[src/rtl/mtr_drv_pkg.sv]
`default_nettype none
// ============================================================================
// Module      : mtr_drv_pkg
// Description : Shared constants for the dual H-bridge PWM motor driver.
// Revision    : 1.0 - initial release
// ============================================================================
package mtr_drv_pkg;

    // Default dead-time between one side of a pair falling and the other rising
    localparam int unsigned NONOVERLAP_DEFAULT = 32;

    // Offset that maps signed speed -1024..+1023 onto unsigned duty 0..2047
    localparam logic [10:0] DUTY_OFFSET = 11'h400;

    // Terminal count of the shared 2048-clock period counter
    localparam logic [10:0] PERIOD_MAX = 11'h7FF;

    // Width of the per-side dead-time counter (holds 1..63)
    localparam int unsigned DT_W = 6;

endpackage
`default_nettype wire

[src/rtl/pwm11.sv]
`default_nettype none
// ============================================================================
// Module      : pwm11
// Description : One H-bridge channel: period-synchronous duty shadow, raw PWM
//               compare, edge detect and dead-time insertion producing a
//               complementary high-side / low-side drive pair.
// Revision    : 1.0 - initial release
// ============================================================================
module pwm11
    import mtr_drv_pkg::*;
#(
    parameter int unsigned NONOVERLAP = NONOVERLAP_DEFAULT
) (
    input  logic        clk,
    input  logic        rst_n,
    input  logic [10:0] i_cnt,
    input  logic [10:0] i_spd,
    output logic        o_pwm1,
    output logic        o_pwm2
);

    localparam logic [DT_W-1:0] c_dt_max = DT_W'(NONOVERLAP);

    logic [10:0]     r_duty;
    logic            r_pwm_raw;
    logic            r_pwm_prev;
    logic [DT_W-1:0] r_dt;
    logic            r_pwm1;
    logic            r_pwm2;

    logic            w_change;
    logic [DT_W-1:0] w_dt_next;

    assign w_change = r_pwm_raw ^ r_pwm_prev;

    // Next dead-time count: restart on an edge of the raw PWM, else count up and hold at the limit
    always_comb begin
        w_dt_next = r_dt;
        if (w_change) begin
            w_dt_next = '0;
        end else if (r_dt != c_dt_max) begin
            w_dt_next = r_dt + {{(DT_W-1){1'b0}}, 1'b1};
        end
    end

    // Duty shadow, raw compare, edge history, dead-time counter and drive outputs
    always_ff @(posedge clk or negedge rst_n) begin
        if (!rst_n) begin
            r_duty     <= DUTY_OFFSET;
            r_pwm_raw  <= 1'b0;
            r_pwm_prev <= 1'b0;
            r_dt       <= '0;
            r_pwm1     <= 1'b0;
            r_pwm2     <= 1'b0;
        end else begin
            // New speed only takes effect at a period boundary
            if (i_cnt == PERIOD_MAX) begin
                r_duty <= i_spd + DUTY_OFFSET;
            end
            r_pwm_raw  <= (i_cnt < r_duty);
            r_pwm_prev <= r_pwm_raw;
            r_dt       <= w_dt_next;
            // Drive is enabled on the edge the counter reaches the limit, so the
            // both-low gap after each raw edge is exactly NONOVERLAP clocks.
            if (!w_change && (w_dt_next == c_dt_max)) begin
                r_pwm1 <= r_pwm_raw;
                r_pwm2 <= ~r_pwm_raw;
            end else begin
                r_pwm1 <= 1'b0;
                r_pwm2 <= 1'b0;
            end
        end
    end

    assign o_pwm1 = r_pwm1;
    assign o_pwm2 = r_pwm2;

endmodule
`default_nettype wire

[src/rtl/mtr_drv.sv]
`default_nettype none
// ============================================================================
// Module      : mtr_drv
// Description : Dual motor driver. A shared 11-bit free-running period counter
//               feeds two independent pwm11 channels (left and right wheel).
// Revision    : 1.0 - initial release
// ============================================================================
module mtr_drv
    import mtr_drv_pkg::*;
#(
    parameter int unsigned NONOVERLAP = NONOVERLAP_DEFAULT
) (
    input  logic        clk,
    input  logic        rst_n,
    input  logic [10:0] lft_spd,
    input  logic [10:0] rght_spd,
    output logic        lftPWM1,
    output logic        lftPWM2,
    output logic        rghtPWM1,
    output logic        rghtPWM2
);

    logic [10:0] r_cnt;

    // Free-running period counter, wraps 0x7FF -> 0x000 every 2048 clocks
    always_ff @(posedge clk or negedge rst_n) begin
        if (!rst_n) begin
            r_cnt <= '0;
        end else begin
            r_cnt <= r_cnt + 11'd1;
        end
    end

    pwm11 #(
        .NONOVERLAP (NONOVERLAP)
    ) u_lft (
        .clk    (clk),
        .rst_n  (rst_n),
        .i_cnt  (r_cnt),
        .i_spd  (lft_spd),
        .o_pwm1 (lftPWM1),
        .o_pwm2 (lftPWM2)
    );

    pwm11 #(
        .NONOVERLAP (NONOVERLAP)
    ) u_rght (
        .clk    (clk),
        .rst_n  (rst_n),
        .i_cnt  (r_cnt),
        .i_spd  (rght_spd),
        .o_pwm1 (rghtPWM1),
        .o_pwm2 (rghtPWM2)
    );

endmodule
`default_nettype wire

[config.mk]
export PLATFORM = sky130hd
export DESIGN_NAME = mtr_drv
export DESIGN_NICKNAME = d
export VERILOG_FILES = /design/src/rtl/mtr_drv_pkg.sv /design/src/rtl/pwm11.sv /design/src/rtl/mtr_drv.sv
export SDC_FILE = /design/constraint.sdc
export NUM_CORES = 1
export LEC_CHECK = 0
export CAP_MARGIN = 20
export CORE_MARGIN = 4
export CORE_UTILIZATION = 43
export DETAILED_ROUTE_END_ITERATION = 16
export PLACE_DENSITY = 0.61
export RECOVER_POWER = 50
export SETUP_SLACK_MARGIN = 0.05
export SLEW_MARGIN = 20
export SYNTH_ARGS = -nofsm -noshare
export SYNTH_HDL_FRONTEND = slang
export SYNTH_SLANG_ARGS = --single-unit
[constraint.sdc]
create_clock -name clk -period 2.9 [get_ports clk]
set_input_delay 0.725 -clock clk [delete_from_list [all_inputs] [get_ports clk]]
set_output_delay 0.725 -clock clk [all_outputs]
set_load 0.01 [all_outputs]
# Yosys cells after proc, flatten, opt, wreduce, memory -nomap -nowiden
# Cells that the tools add are included.
[word_totals] regBits=53 output_inout_bits=4 elab_cells=41
[classes] n_eq_ne=5 addsub=5 magnitude_cmp=2 n_reduce_logical=4 n_mux=8 bitwise_logic=4
[op_table] cell="two-way mux 6 bit" n=4
[op_table] cell="adder 11 bit, second input constant" n=2
[op_table] cell="< comparator 11 bit" n=2
[op_table] cell="adder 6 x 1 -> 6 bit, second input constant" n=2
[op_table] cell="== test 6 bit, second input constant" n=2
[op_table] cell="!= test 6 bit, second input constant" n=2
[op_table] cell="adder 11 x 1 -> 11 bit, second input constant" n=1
[op_table] cell="== test 11 bit, second input constant" n=1
[op_table] cell="two-way mux 1 bit" n=4
[op_table] cell="logical AND 1 bit" n=2
[op_table] cell="zero test 1 bit" n=2
[op_table] cell="inverter 1 bit" n=2
[op_table] cell="XOR 1 bit" n=2

# Depth between registers and ports, before layout
# Gate-level depths: netlist of the first run.
[depth] depth_word=6 ltp_mapped=6

# By module
# Synthesis of the first run repeated with hierarchy kept, for this count alone.
[hier_totals] cells_unflattened=263 hier_area_um2=2751.4
[modules_own_cells] mod="pwm11" area_each_um2=1156.1 cells_per_inst=115 n_inst=2
[modules_own_cells] mod="mtr_drv" area_each_um2=439.2 cells_per_inst=33 n_inst=1

# Least setup slack after synthesis of the first run
# Ideal clock, no wire load.
[synth_path] kind="register to register" start="register r_cnt[0]" end="register u_lft.r_duty[1]" arrival_ps=1570 required_time_ps=2772 setup_slack_ps=1202 stages_incl_launch_ff=6 cell_sequence="dfrtp_1 > ha_1 > and4_1 > nand4_2 > buf_2 > mux2_1"
[synth_via] elab_chain_len=1
[synth_lines] item="start: declaration" line_no="mtr_drv.sv:23" text="logic [10:0] r_cnt;"
[synth_lines] item="start signal: assignment" line_no="mtr_drv.sv:30" text="r_cnt <= r_cnt + 11'd1;"
[synth_lines] item="== test 11 bit" line_no="pwm11.sv:57" text="if (i_cnt == PERIOD_MAX) begin"
[synth_lines] item="end signal: assignment" line_no="pwm11.sv:58" text="r_duty <= i_spd + DUTY_OFFSET;"
[synth_lines] item="end: declaration" line_no="pwm11.sv:24" text="logic [10:0] r_duty;"
# No other way between the ends.
# A chain may end at the register's enable or synchronous reset.

# Worst setup path after layout of the first run
[layout_path] start="register r_cnt[0]" end="register u_rght.r_duty[5]"
[layout_via] elab_chain_len=1
[layout_lines] item="== test 11 bit" line_no="pwm11.sv:57"
[layout_lines] item="end signal: assignment" line_no="pwm11.sv:58"
[layout_lines] item="end: declaration" line_no="pwm11.sv:24"
# No other way between the ends.

==> load_flow_metrics.sql, run 1 <==
INSERT INTO impl_metrics (metric_group, metric, value, unit) VALUES
('clocking', 'worst_skew_pair.late_latency', '0.31', 'ns'),
('synth', 'syn_avg_cell_area', '11.3', 'sq um'),
('drt', 'drt-initial-drc-count', '44', ''),
('synth', 'netlist_instances', '238', ''),
('clocking', 'cts_buffer_depth', '2', ''),
('worst_setup_path', 'cp_data_required_time', '3.09', 'ns'),
('sta', 'final.hold.worst_slack', '0.446', 'ns'),
('clocking', 'cts-root-buf', 'clkbuf_8', ''),
('worst_setup_path', 'crit_buf_inv', '1', ''),
('floorplan', 'top_level_ports', '28', ''),
('drt', 'antenna_violating_nets_post_route', '0', ''),
('floorplan', 'design.core.area', '5990', 'sq um'),
('worst_setup_path', 'worst_path_dominant_cell_family', 'simple AND/OR/NAND/NOR gates', ''),
('sta', 'max-slew-margin-rel', '15.7', '%'),
('clocking', 'number_of_gates_given_a_new_drive_strength_after_cts', '0', ''),
('drt', 'detail_route.drc_violations', '0', ''),
('clocking', 'cts_inserted_buffers', '5', ''),
('sta', 'transition_time_at_the_pin_with_the_least_slew_margin', '1.26', 'ns'),
('sta', 'post_route_setup_tns', '0', 'ns'),
('worst_setup_path', 'crit_slowest_cell', 'dfrtp_1', ''),
('layout', 'post-route-util', '52.6', '%'),
('synth', 'asyncSetResetFlopFracSynth', '100', '%'),
('worst_setup_path', 'slowest_delay', '0.45', 'ns'),
('synth', 'post-synth-top-area-cell', 'dfrtp_1', ''),
('clocking', 'clock-sinks', '53', ''),
('layout', 'final_net_count', '322', ''),
('sta', 'unrepaired_setup_endpoints_after_global_routing', 'false', ''),
('worst_setup_path', 'cp_max_fo', '14', ''),
('floorplan', 'fp.dieArea', '7600', 'sq um'),
('sta', 'finalCritPeriodShare', '71.1', '%'),
('floorplan', 'die_y', '87.2', 'um'),
('placement', 'detailed_place_hpwl', '3430', 'um'),
('grt', 'grt-busiest-layer', 'met2', ''),
('layout', 'areaGrowthSynthToFinish', '17.0', '%'),
('drt', 'totalWireLength', '4440', 'um'),
('run', 'drv.max_cap_violation_count', '0', ''),
('clocking', 'cts.hold.buffers_added', '0', ''),
('power_and_ir_drop', 'static-leakage-power', '1.54', 'nW'),
('synth', 'postSynth.topFlopCell', 'dfrtp_1', ''),
('sta', 'clock-skew-final', '0.00849', 'ns'),
('sta', 'final_critical_path_setup_slack', '0.839', 'ns'),
('synth', 'synth_nets', '287', ''),
('grt', 'grt_first_pass_wirelength', '7850', 'um'),
('power_and_ir_drop', 'fin_total_pwr', '1.56', 'mW'),
('synth', 'synth.yosys.seq_area_share', '49.3', '%'),
('hold_path', 'hold_class', 'flop to flop', ''),
('sta', 'timing.final.crit_period', '2.06', 'ns'),
('power_and_ir_drop', 'worst_ir_drop_vdd', '0.264', 'mV'),
('synth', 'post_synth_most_frequent_cells', 'dfrtp_1 (51), inv_1 (28), ha_1 (25)', ''),
('synth', 'synth_top_area_share', '47.4', '%'),
('power_and_ir_drop', 'powerDensity', '495', 'nW/um^2'),
('clocking', 'clock_tree.htree_level_count', '2', ''),
('grt', 'groute.layer.met3.usage', '2.55', '%'),
('clocking', 'tritoncts_clock_tree', 'done', ''),
('synth', 'ys_types', '33', ''),
('sta', 'finalHoldViolations', '0', ''),
('drt', 'detailroute.via_count', '1777', ''),
('placement', 'io_buffer_count', '27', ''),
('sta', 'achievable-frequency', '485', 'MHz'),
('placement', 'gp_routability_congestion', '0.743', ''),
('placement', 'place_worst_setup_slack', '0.818', 'ns'),
('floorplan', 'chipWidth', '87.2', 'um'),
('synth', 'synthMostInstantiatedCell', 'dfrtp_1', ''),
('outcome', 'status', 'finished, final reports clean', ''),
('worst_setup_path', 'series_of_cell_instances_along_the_critical_path', 'ha_1 > and4_1 > nand4_2 > buf_4 > mux2_1', ''),
('sta', 'slew_violations', '0', ''),
('grt', 'grt_max_degree', '25', ''),
('worst_setup_path', 'critPathCaptureType', 'flop', ''),
('worst_setup_path', 'arrival', '2.25', 'ns'),
('floorplan', 'core.rowCount', '28', ''),
('grt', 'grt_use_met1', '15.6', '%');
## cell type report
cell class | instances | area, sq um
well taps | 75 | 93.8
clock buffers | 6 | 82.6
fillers | 542 | 2840
inverters | 28 | 105
repair buffers | 30 | 279
flip-flops and latches | 53 | 1330
multi-input cells | 155 | 1250
clock inverters | 2 | 13.8
## metrics by stage
stage	area [sq um]	std cells
floorplan	2690	238
global placement	3070	341
detailed placement	3070	341
CTS	3160	349
global route	3150	349
finish	3150	349
## registers in the layout (all words and copies together), names as in the netlist
name               count
u_lft.r_pwm_raw        1
u_lft.o_pwm2           1
u_rght.r_pwm_raw       1
u_rght.o_pwm1          1
r_cnt                 11
u_lft.r_dt             6
u_rght.r_dt            6
u_lft.r_duty          11
u_rght.r_duty         11
u_rght.r_pwm_prev      1
u_lft.r_pwm_prev       1
u_lft.o_pwm1           1
u_rght.o_pwm2          1
## routing by layer
layer,part of all wire (%),wire [um]
met1,45,1980
met2,50,2220
met4,1.5,68
met5,0,0
met3,3.6,160
## logic make-up (layout without fill, tap and decap cells)
kind of cell             count (synthesis)  in the layout  synth area share, %
adder cells (fa/ha/maj)                 25             25                 11.6
AND/OR/NAND/NOR                         58             58                 11.9
XOR/XNOR                                18             18                 5.85
buffers and inverters                   30             66                 4.27
AO/OA/AOI/OAI                           31             31                 7.48
multiplexers                            23             23                 9.52
flip-flops                              53             53                 49.3
## worst paths after layout
| check | start | endpoint | cells after the start |
|---|---|---|---|
| hold reg to reg | u_rght.r_pwm_raw$_DFF_PN0_ | u_rght.r_pwm_prev$_DFF_PN0_ | 0 |
| min in group asynchronous | rst_n | u_lft.o_pwm1$_DFF_PN0_ | 1 |
| setup reg to reg | r_cnt[0]$_DFF_PN0_ | u_rght.r_duty[5]$_DFFE_PN0N_ | 5 |
| hold / removal | u_rght.r_pwm_raw$_DFF_PN0_ | u_rght.r_pwm_prev$_DFF_PN0_ | 0 |
| setup / recovery | r_cnt[0]$_DFF_PN0_ | u_rght.r_duty[5]$_DFFE_PN0N_ | 5 |
| max in group asynchronous | rst_n | u_rght.r_duty[2]$_DFFE_PN0N_ | 2 |
## power breakdown
group          internal, mW  switching [mW]
combinational         0.133           0.120
sequential            0.799          0.0707
clock                 0.194           0.243
total                  1.13           0.434
## worst reg2reg max path: cells and delay by family (launching register included)
family,cells,cell delay [ns]
fa+ha+maj,1,0.23
buf+inv,1,0.34
flops,1,0.45
mux,1,0.32
simple gates,2,0.61
## layout by cell type (no fill, tap or decap), types with 2 or more instances in the layout
cell type / count
a221oi_1: 2
and4_1: 4
and3_1: 2
a21oi_1: 8
inv_1: 28
a211o_1: 2
xor2_1: 8
a31oi_1: 2
mux2_2: 4
clkbuf_1: 3
nand3_1: 9
or3_1: 3
mux2i_1: 2
o21ai_0: 6
ha_1: 25
clkdlybuf4s50_1: 26
a21o_1: 7
dfrtp_1: 51
nor3_1: 5
dfstp_2: 2
o21a_1: 2
nor2_1: 11
clkbuf_8: 6
xnor2_1: 10
mux2_1: 17
nand4_1: 5
nand2b_1: 3
nand2_1: 11
Power figures use the tool's default switching activity.
==> inputs of run 2 (changes only) <==
==> constraint.sdc (replaced) <==
create_clock -name clk -period 1.9 [get_ports clk]
set_input_delay 0.475 -clock clk [delete_from_list [all_inputs] [get_ports clk]]
set_output_delay 0.475 -clock clk [all_outputs]
set_load 0.01 [all_outputs]
==> run 2 against run 1 <==
Worst setup slack got worse by 0.58 ns. Final cell count increased by 0.29%. Core utilization increased by 0.33 points. Die area unchanged. Non-clock buffer count increased by 1. Routed wire length decreased by 2.5%. Register-to-register slack got worse by 0.58 ns. Fmax increased by 25%. Count of clock-buffer cells in the layout increased by 2.
==> load_flow_metrics.sql, run 2 (synthesis gave the netlist of run 1 again) <==
INSERT INTO impl_metrics (metric_group, metric, value, unit) VALUES
('worst_setup_path', 'series_of_cell_instances_along_the_critical_path', 'ha_1 > and4_1 > nand4_2 > buf_12 > mux2_2', ''),
('worst_setup_path', 'cp_data_required_time', '2.09', 'ns'),
('clocking', 'worst_skew_pair.late_latency', '0.30', 'ns'),
('clocking', 'cts_inserted_buffers', '5', ''),
('grt', 'antenna_found_initial', '0', ''),
('power_and_ir_drop', 'fin_total_pwr', '2.35', 'mW'),
('clocking', 'cts-root-buf', 'clkbuf_8', ''),
('placement', 'io_buffer_count', '27', ''),
('clocking', 'clock-sinks', '53', ''),
('grt', 'grt_pass1_vias', '1799', ''),
('layout', 'final-instance-count-excl-fill', '350', ''),
('grt', 'grt_max_degree', '54', ''),
('clocking', 'cts.hold.buffers_added', '0', ''),
('power_and_ir_drop', 'powerDensity', '741', 'nW/um^2'),
('sta', 'finalSetupViolCount', '0', ''),
('layout', 'multi_input_comb_area', '1250', 'sq um'),
('layout', 'layout_commonest_cell', 'dfrtp_1', ''),
('hold_path', 'hold_class', 'flop to flop', ''),
('layout', 'mostFrequentLayoutCells', 'dfrtp_1 (51), inv_1 (28), clkdlybuf4s50_1 (26)', ''),
('layout', 'post-route-util', '53.0', '%'),
('clocking', 'post-cts-setup-buffer-count', '0', ''),
('sta', 'post_route_setup_tns', '0', 'ns'),
('placement', 'detailed_place_hpwl', '3180', 'um'),
('floorplan', 'core.rowCount', '28', ''),
('sta', 'slew_violations', '0', ''),
('worst_setup_path', 'arrival', '1.83', 'ns'),
('sta', 'clock-skew-final', '0.00738', 'ns'),
('drt', 'wl_per_cell', '12.4', 'um'),
('drt', 'viasPerCell', '5.07', ''),
('clocking', 'clock_tree.htree_level_count', '2', ''),
('grt', 'grt.overflow.total', '0', ''),
('sta', 'timing.final.crit_period', '1.64', 'ns'),
('layout', 'fillerInstances', '547', ''),
('worst_setup_path', 'cp_max_fo', '23', ''),
('worst_setup_path', 'crit_slowest_cell', 'dfrtp_1', ''),
('power_and_ir_drop', 'static-leakage-power', '1.55', 'nW'),
('layout', 'layout_top_registers', 'r_cnt: 11 flops, u_lft.r_duty: 11 flops, u_rght.r_duty: 11 flops', ''),
('clocking', 'number_of_gates_given_a_new_drive_strength_after_cts', '0', ''),
('floorplan', 'floorplan.initialDensity', '45.0', '%'),
('layout', 'final_net_count', '323', ''),
('floorplan', 'chipWidth', '87.2', 'um'),
('layout', 'layout.area.seq', '1330', 'sq um'),
('grt', 'track_usage', '12.9', '%'),
('worst_setup_path', 'critPathCaptureType', 'flop', ''),
('layout', 'antenna-diode-count', '0', ''),
('grt', 'grt_first_pass_wirelength', '7800', 'um'),
('layout', 'drive_gt1_share', '7.27', '%'),
('drt', 'detailroute.via_count', '1774', ''),
('outcome', 'status', 'finished, final reports clean', ''),
('placement', 'gp_routability_congestion', '0.767', ''),
('clocking', 'tritoncts_clock_tree', 'done', ''),
('sta', 'unrepaired_setup_endpoints_after_global_routing', 'false', ''),
('floorplan', 'die_y', '87.2', 'um'),
('worst_setup_path', 'crit_type', 'flop to flop', ''),
('worst_setup_path', 'slowest_delay', '0.39', 'ns'),
('power_and_ir_drop', 'worst_ir_drop_vdd', '0.404', 'mV'),
('drt', 'detail_route.drc_violations', '0', ''),
('run', 'drv.max_cap_violation_count', '0', ''),
('clocking', 'cts.reportedPaths.clkPinSlew', '0.09', 'ns'),
('floorplan', 'fp.dieArea', '7600', 'sq um'),
('placement', 'post-place-cells', '342', ''),
('clocking', 'cts_buffer_depth', '2', ''),
('sta', 'max-slew-margin-rel', '13.6', '%'),
('layout', 'areaGrowthSynthToFinish', '17.8', '%'),
('sta', 'transition_time_at_the_pin_with_the_least_slew_margin', '1.30', 'ns'),
('sta', 'finalCritPeriodShare', '86.4', '%'),
('worst_setup_path', 'crit_buf_inv', '1', ''),
('drt', 'drt-initial-drc-count', '50', ''),
('sta', 'finalHoldViolations', '0', ''),
('sta', 'achievable-frequency', '609', 'MHz'),
('drt', 'detail_route.first_pass.iterations', '4', ''),
('drt', 'antenna_violating_nets_post_route', '0', ''),
('worst_setup_path', 'cp-start-kind', 'flop', ''),
('floorplan', 'design.core.area', '5990', 'sq um'),
('drt', 'totalWireLength', '4320', 'um'),
('worst_setup_path', 'worst_path_dominant_cell_family', 'flip-flops', ''),
('floorplan', 'top_level_ports', '28', '');
[run 2: cell count changes in the layout (fill, tap and decap cells not counted)]
cell      before  now
buf_12         0    1
buf_2          0    1
buf_4          1    2
clkbuf_1       3    2
clkbuf_2       0    1
clkinv_2       1    0
clkinv_4       1    0
[run 2: path summary, 6_finish.rpt]
check                                            from  cells after the start  slack, ns                           end
max                                r_cnt[0]$_DFF_PN0_                      5       0.26  u_rght.r_duty[8]$_DFFE_PN0N_
min                        u_rght.r_pwm_raw$_DFF_PN0_                      0       0.45   u_rght.r_pwm_prev$_DFF_PN0_
max reg2reg                        r_cnt[0]$_DFF_PN0_                      5       0.26  u_rght.r_duty[8]$_DFFE_PN0N_
min reg2reg                u_rght.r_pwm_raw$_DFF_PN0_                      0       0.45   u_rght.r_pwm_prev$_DFF_PN0_
max in group asynchronous                       rst_n                      2       0.59   u_lft.r_duty[7]$_DFFE_PN0N_
min in group asynchronous                       rst_n                      2       0.54      u_rght.r_dt[4]$_DFF_PN0_
[run 2: final cells by class]
class,instances,share of cell area [%]
sequential,53,41.9
multi-input combinational,155,39.4
timing repair buffer,31,9.62
inverter,28,3.31
tap,75,2.96
clock buffer,8,2.84
[run 2: power by group]
part | internal, mW | total (mW) | leakage [nW] | switching [mW]
sequential | 1.22 | 1.33 | 0.630 | 0.109
clock | 0.298 | 0.637 | 0.0455 | 0.339
combinational | 0.203 | 0.386 | 0.878 | 0.183
total | 1.72 | 2.35 | 1.55 | 0.631
[run 2: layer usage]
layer	vias to the layer above	part of all wire [%]	global-route usage [%]
met1	853	45	14.7
met4	0	0.97	3.77
met3	4	3.4	3.12
li1	896	-	-
met5	-	0	0
met2	21	51	23.9
[run 2: stage by stage]
step           hold slack, ns  area [sq um]  worst slack [ns]
2_1_floorplan           0.179          2690             0.202
3_3_place_gp            0.430          3100             0.285
3_5_place_dp            0.430          3100             0.238
4_1_cts                 0.164          3190             0.223
5_1_grt                 0.480          3170            0.0601
6_report                0.453          3170             0.258
[run 2: worst reg2reg max path, stage by stage (launching register included)]
cell     delay, ns
dfrtp_1       0.39
ha_1          0.23
and4_1        0.25
nand4_2       0.12
buf_12        0.18
mux2_2        0.36
